**config.mk**
```make
export PLATFORM = sky130hd
export DESIGN_NAME = d_counter_backward
export DESIGN_NICKNAME = d
export VERILOG_FILES = /design/src/rtl/d_counter_backward.sv
export SDC_FILE = /design/constraint.sdc
export NUM_CORES = 1
export LEC_CHECK = 0
export CAP_MARGIN = 20
export CORE_AREA = 2 2 39 41
export DETAILED_ROUTE_END_ITERATION = 8
export DIE_AREA = 0 0 41 43
export SYNTH_ARGS = -nofsm -noshare
export SYNTH_HDL_FRONTEND = slang
export SYNTH_SLANG_ARGS = --single-unit
```
**constraint.sdc**
```tcl
create_clock -name clk -period 3.65 [get_ports clk]
set_clock_uncertainty 0.1 [all_clocks]
set_input_delay 0.365 -clock clk [delete_from_list [all_inputs] [get_ports clk]]
set_output_delay 0.365 -clock clk [all_outputs]
set_load 0.01 [all_outputs]
```
**src/rtl/d_counter_backward.sv**
```systemverilog
// Synchronous down counter built from per-bit D registers with a borrow chain,
// parallel load, wrap/stop mode, terminal-count flags and a registered borrow pulse.
module d_counter_backward #(
  parameter int               WIDTH     = 3,
  parameter logic [WIDTH-1:0] RESET_VAL = {WIDTH{1'b1}},
  parameter bit               WRAP      = 1'b1
) (
  input  logic             clk,
  input  logic             reset,
  input  logic             en,
  input  logic             load,
  input  logic [WIDTH-1:0] load_val,
  output logic [WIDTH-1:0] q,
  output logic             zero,
  output logic             borrow,
  output logic             done
);

  logic [WIDTH-1:0] q_q, q_d;
  logic [WIDTH-1:0] cnt_d;
  logic [WIDTH:0]   lowz;
  logic             borrow_q, borrow_d;
  logic             done_q, done_d;
  logic             at_one;

  // lowz[i] is high when every bit below i is zero; the top tap is the zero flag.
  assign lowz[0] = 1'b1;

  for (genvar i = 0; i < WIDTH; i++) begin : g_bit
    assign lowz[i+1] = lowz[i] & ~q_q[i];
    assign cnt_d[i]  = q_q[i] ^ (en & lowz[i]);

    always_ff @(posedge clk) begin
      q_q[i] <= q_d[i];
    end
  end

  assign zero   = lowz[WIDTH];
  assign at_one = (q_q == WIDTH'(1));

  always_comb begin
    q_d      = q_q;
    borrow_d = 1'b0;
    done_d   = done_q;
    if (reset) begin
      q_d    = RESET_VAL;
      done_d = 1'b0;
    end else if (load) begin
      q_d    = load_val;
      done_d = 1'b0;
    end else if (en) begin
      if (WRAP) begin
        // Counting through zero flips every bit, which is the wrap to all-ones.
        q_d      = cnt_d;
        borrow_d = zero;
      end else if (!zero) begin
        q_d = cnt_d;
        if (at_one) done_d = 1'b1;
      end
    end
  end

  always_ff @(posedge clk) begin
    borrow_q <= borrow_d;
    done_q   <= done_d;
  end

  assign q      = q_q;
  assign borrow = borrow_q;
  assign done   = done_q;

endmodule

```
Yosys cells after proc, flatten, opt, wreduce, memory -nomap -nowiden
Index checks and enable logic that the tools add are counted.
- muxes and demuxes: 2
- reduce and logical (&&, ||, !) cells: 2
- bitwise operators: 11
- operators by type and width (kind ; number):
    3-bit two-way mux ; 2
    1-bit AND ; 4
    1-bit inverter ; 4
    3-bit OR reduction ; 1
    1-bit bitwise XOR ; 3
    2-bit nonzero test ; 1
- input port bits: 7
- output and inout bits: 6
- word-level logic and storage cells: 19
- register bits: 4

Longest topological paths before layout
Gate-level depths: netlist of run 1.
- depth in word-level cells: 6
- gate-level depth with buffers: 5
- depth with buffers taken out: 5

Least setup slack after synthesis of run 1
No wires, ideal clock.
- path type: reg2reg
- start point: reg q_q[0] (netlist: q[0])
- end point: reg q_q[1] (netlist: q[1])
- path slack: 2.367 ns
- data required time: 3.425 ns
- cell stages (with the launch flop): 6
- arrival: 1.058 ns
- path through: dfxtp_1 inv_1 ha_1 nand2_1 and3b_1 a2111o_1
- cells in the longest elaborated chain, start to end: 5
- RTL lines (item ; RTL line ; source):
    start, declared ; 19 ; logic [WIDTH-1:0] q_q, q_d;
    start signal, assigned by index ; 34 ; q_q[i] <= q_d[i];
    1-bit inverter ; 30 ; assign lowz[i+1] = lowz[i] & ~q_q[i];
    1-bit AND ; 31 ; assign cnt_d[i] = q_q[i] ^ (en & lowz[i]);
    1-bit bitwise XOR ; 31 ;
    3-bit two-way mux ; 51 ; end else if (en) begin
    3-bit two-way mux ; 48 ; end else if (load) begin
No other way between the ends. The select of a mux whose other input is x is not followed.
A chain may end at the register's enable or synchronous reset.

Worst setup path in the final report of run 1
- start point: reg q_q[0] (netlist: q[0])
- end point: out zero
- cells in the longest elaborated chain, start to end: 3
- RTL lines (item ; RTL line ; source):
    1-bit inverter ; 30 ;
    1-bit AND (2 in series) ; 30 ;
    end, declared ; 14 ; output logic zero,
No other way between the ends.

==> qor.txt, run 1 <==
Largest family of logic cells by synthesized area - simple AND/OR/NAND/NOR gates
GRT Residual Overflow - 0
Worst setup EP type - output pin
Post-CTS setup buffers - 0
Layout area overhead - 71.2%
Number of I/O port buffers - 11
Final Cycle Share - 51.6%
Syn_nets - 31
Worst-skew pair later-pin latency - 240 ps
Post-CTS Hold Fix Bufs - 0
Die width - 41 µm
Final setup violation count - 0
Metal3 WL - 30 µm
Status - complete, no violations
Synthesis Warnings - 0
Netlist cell types - 17
WL final - 513 µm
Final antenna-violating net count - 0
Fill count - 157
Worst setup endpoint - zero
HP Class - flip-flop to flip-flop
Clock Path Buffers - 2
Top Metal Used - met4
Synth Area in Adders - 6.13%
CP Launch Type - flip-flop
Max-slew violations - 0
Synth Instances - 23
CP Max Fanout - 6
Antenna violations before repair - 0
R2R Path End - q[1]
Reg clk slew, reported paths - 40 ps
Core area - 0.00138 mm²
Antenna diodes - 0
MaxCap Viol Count - 0
Metal2 WL - 224 µm
Final core utilization - 25.2%
Share of layout cells above drive strength 1 - 8.33%
Gr usage total - 7.21%
Sequential cell area fraction in the yosys report - 39.3%
R2r startpoint - q[0]
Final Net Count - 46
Gpl congestion - 0.597
Initial Utilization - 14.7%
Crit Path Class - flip-flop to output pin
H-tree depth - 1
Crit path time final - 1880 ps
1st-iter DRT viols - 3
Largest net degree at the start of global routing - 8
WL met1 - 253 µm
WL/cell - 9.87 µm
Fin area - 349 µm²
Crit path DAT - 1420 ps
Die H - 43 µm
Reg2reg path depth - 5
Pwr Density - 368 mW/mm²
Number of CTS-inserted buffers - 3
First-pass GRT wire length - 841 µm
Simple-gate share of the synthesized area - 25.2%
#FFs+latches synth - 4
DR pass1 iterations - 2
Setup TNS - 0 ps
DIE AREA - 0.00176 mm²
Final Hold Violating Endpoints - 0
Vias per std cell - 4.27
Worst R2R Setup Slack - 2340 ps
Remaining DRCs - 0
Beginning of the critical path - q[0]
Syn Std Cell Area - 204 µm²
Worst vdd ir - 0.0000728 V
Sinks on Clock Net - 4
Root Buffer - clkbuf_4
Rows - 14
WHS - 416 ps
DP HPWL - 389 µm
Synth Area in XOR/XNOR - 0%
Leak pwr - 0.145 nW
Io pins - 13
Resized Gates After CTS - 0
Synthesized area per cell - 8.87 µm²
Multiplexer share of the synthesized area - 0%
Area post-placement - 327 µm²
Compound-Gate Fraction of Synth Area - 20.2%
CTS tree - done
Routed via count - 222
RSZ-0062 raised after global routing - no
Fmax - 531 MHz
Worst Path Required - 3180 ps
Vias in the first global route - 230
## cell usage in the layout (no fill, tap or decap)
master	n
a211o_1	1
ha_1	1
a31oi_1	1
conb_1	1
a211oi_1	1
dfxtp_1	4
nor3b_1	1
a2111o_1	1
and3b_1	1
inv_1	2
nor2_1	2
clkdlybuf4s50_1	11
or4_1	1
and3_1	1
nand2_1	1
nor3_1	2
clkbuf_4	3
o31ai_1	1
## metrics by stage
stage | std cells | total power (W) | setup slack (ps)
floorplan | 23 | 0.0000585 | 2370
global placement | 49 | 0.0000724 | 1770
detailed placement | 49 | 0.0000728 | 1760
CTS | 52 | 0.000132 | 1780
global route | 52 | 0.000135 | 1740
finish | 52 | 0.000129 | 1770
## worst min-delay path by stage
stage	startpoint	endpoint	slack [ps]	cells after the start
CTS	q[2]	q[2]	420	2
floorplan	reset	q[0]	360	1
global route	q[2]	q[2]	460	2
finish	q[2]	q[2]	420	2
global placement	q[2]	q[2]	400	2
detailed placement	q[2]	q[2]	420	2
## area by class of cell
| class | instances | area [µm²] | share of cell area [%] |
|---|---|---|---|
| Tap cell | 16 | 20.0 | 5.73 |
| Sequential cell | 4 | 80.1 | 22.9 |
| Timing Repair Buffer | 11 | 110 | 31.5 |
| Multi-Input combinational cell | 16 | 109 | 31.2 |
| Inverter | 2 | 7.51 | 2.15 |
| Clock buffer | 3 | 22.5 | 6.45 |
## Yosys cell counts, drive strengths merged
cell	n	area, µm²
inv	2	7.51
a31oi	1	6.26
or4	1	7.51
and3	1	6.26
nor2	2	7.51
buf	1	7.51
a2111o	1	11.3
ha	1	12.5
nor3	2	10.0
and3b	1	8.76
conb	1	3.75
dfxtp	4	80.1
a211oi	1	7.51
nand2	1	3.75
o31ai	1	7.51
a211o	1	8.76
nor3b	1	7.51
## where the power goes
group,leakage (nW),internal (W),switching [W]
clock,0.0138,0.0000369,0.0000197
sequential,0.0331,0.0000464,0.00000319
combinational,0.0980,0.0000138,0.00000847
## logic make-up after synthesis
family / Yosys count
compound gates: 5
fa+ha+maj: 1
buf+inv: 3
flops: 4
other cells: 1
simple gates: 9
## worst max-delay path: stages (launching register included)
cell	delay [ps]
dfxtp_1	340
nor3_1	260
clkdlybuf4s50_1	580
## registers in the layout (all words and copies together), names as in the netlist
name    cells
q           3
borrow      1
## routing by layer
| layer | GRT usage, % | up-vias |
|---|---|---|
| li1 | - | 112 |
| met1 | 7.99 | 99 |
| met2 | 10.0 | 9 |
| met3 | 3.14 | 2 |
| met4 | 6.00 | 0 |
| met5 | 0 | - |
No activity file was read; power rests on OpenSTA's default activity.
==> run 2: changes to the inputs <==
==> constraint.sdc (replaced) <==
create_clock -name clk -period 1.5 [get_ports clk]
set_clock_uncertainty 0.1 [all_clocks]
set_input_delay 0.15 -clock clk [delete_from_list [all_inputs] [get_ports clk]]
set_output_delay 0.15 -clock clk [all_outputs]
set_load 0.01 [all_outputs]
==> run 2 against run 1 <==
Non-clock buffer count rose by 4. Sequential share of layout area fell by 1.7 points. Die area did not move. Critical path depth fell by 1. Cell count rose by 7.7%. Critical path type unchanged. Critical endpoint is now q[0]. Largest cell class unchanged.
==> qor.txt, run 2 (synthesis results as in run 1) <==
Status - complete, no violations
Antenna diodes - 0
Largest net degree at the start of global routing - 7
CP Launch Type - flip-flop
Io pins - 13
Multi-input gate area in the final layout - 109 µm²
Slowest stage delay, CP - 570 ps
Die H - 43 µm
Die width - 41 µm
Final Hold Violating Endpoints - 0
Layout area overhead - 85.3%
CTS tree - done
Number of I/O port buffers - 11
First-pass GRT wire length - 821 µm
Crit path time final - 1460 ps
DP HPWL - 403 µm
Number of CTS-inserted buffers - 3
H-tree depth - 1
Final antenna-violating net count - 0
Most common cell after layout, fill and taps aside - clkdlybuf4s50_1
Vias in the first global route - 230
RSZ-0062 raised after global routing - no
DIE AREA - 0.00176 mm²
Post-CTS setup buffers - 0
MaxCap Viol Count - 0
Crit path cell chain - clkdlybuf4s50_1
Vias per std cell - 4.20
GRT Residual Overflow - 0
Final std cells w/o fill - 56
Crit path DAT - 1210 ps
Gr usage total - 7.32%
Worst setup EP type - output pin
DR pass1 iterations - 4
WL/cell - 9.36 µm
Worst vdd ir - 0.000207 V
Final Cycle Share - 97.1%
Root Buffer - clkbuf_4
Area post-placement - 357 µm²
Fmax - 686 MHz
Post-CTS Hold Fix Bufs - 0
Leak pwr - 0.168 nW
Initial Utilization - 14.7%
Gpl congestion - 0.669
Clock Path Buffers - 2
Sinks on Clock Net - 4
Routed via count - 235
Worst-skew pair later-pin latency - 240 ps
Worst setup margin - 43.1 ps
Share of layout cells above drive strength 1 - 17.5%
HP Class - input pin to flip-flop
Antenna violations before repair - 0
Reg area - 80.1 µm²
Placed insts - 53
CP max-delay cell - clkdlybuf4s50_1
1st-iter DRT viols - 2
Worst Path Required - 1250 ps
Crit path buffers/inverters - 1
Pwr Density - 845 mW/mm²
CP delay by family, top - buffers and inverters
WL final - 524 µm
Commonest non-fill, non-tap cells in the layout - 10 x clkdlybuf4s50_1, 4 x dfxtp_1, 4 x buf_4
Crit Path Class - flip-flop to output pin
Remaining DRCs - 0
CP Max Fanout - 6
Max-slew violations - 0
Core area - 0.00138 mm²
Reg clk slew, reported paths - 40 ps
Final setup violation count - 0
Rows - 14
Final Net Count - 50
Post-place setup slack - -96.2 ps
Max reg flops - 3
Fill count - 156
Fin area - 378 µm²
-- run 2: timing repair --
action,4_1_cts,5_1_grt
endpoints found under the setup margin,1,0
gates resized for setup,1,0
hold endpoints to repair,0,0
-- run 2: worst paths after layout --
kind,startpoint,end,slack [ps],cells after the start
min reg2reg,q[2],q[2],410,2
max reg2reg,q[0],q[1],170,6
max,q[0],q[0],40,1
min,load_val[1],q[1],410,2
-- run 2: metal layers --
metal | global-route usage, % | vias up | share of wire, %
li1 | - | 117 | -
met4 | 8.00 | 0 | 0
met2 | 9.69 | 9 | 52
met5 | 0 | - | 0
met1 | 7.69 | 109 | 40
met3 | 3.14 | 0 | 7.8
-- run 2: final cells by class --
class / instances / area share [%]
inverter: 2 / 1.99
sequential: 4 / 21.2
timing repair buffer: 15 / 36.8
clock buffer: 3 / 5.96
tap: 16 / 5.30
multi-input combinational: 16 / 28.8
-- run 2: metrics by stage --
step | utilization [%] | TNS [ps] | total power, W | hold slack [ps]
after CTS | 27.3 | 0 | 0.000329 | 404
after global placement | 25.8 | -124 | 0.000183 | 406
after global routing | 27.3 | 0 | 0.000339 | 417
after detailed placement | 25.8 | -190 | 0.000185 | 416
after floorplan | - | 0 | 0.000142 | 149
final | 27.3 | 0 | 0.000319 | 409
-- run 2: power breakdown --
part | total (W) | switching (W) | internal (W)
logic | 0.0000615 | 0.0000219 | 0.0000396
registers | 0.000121 | 0.00000754 | 0.000113
clock network | 0.000137 | 0.0000475 | 0.0000897
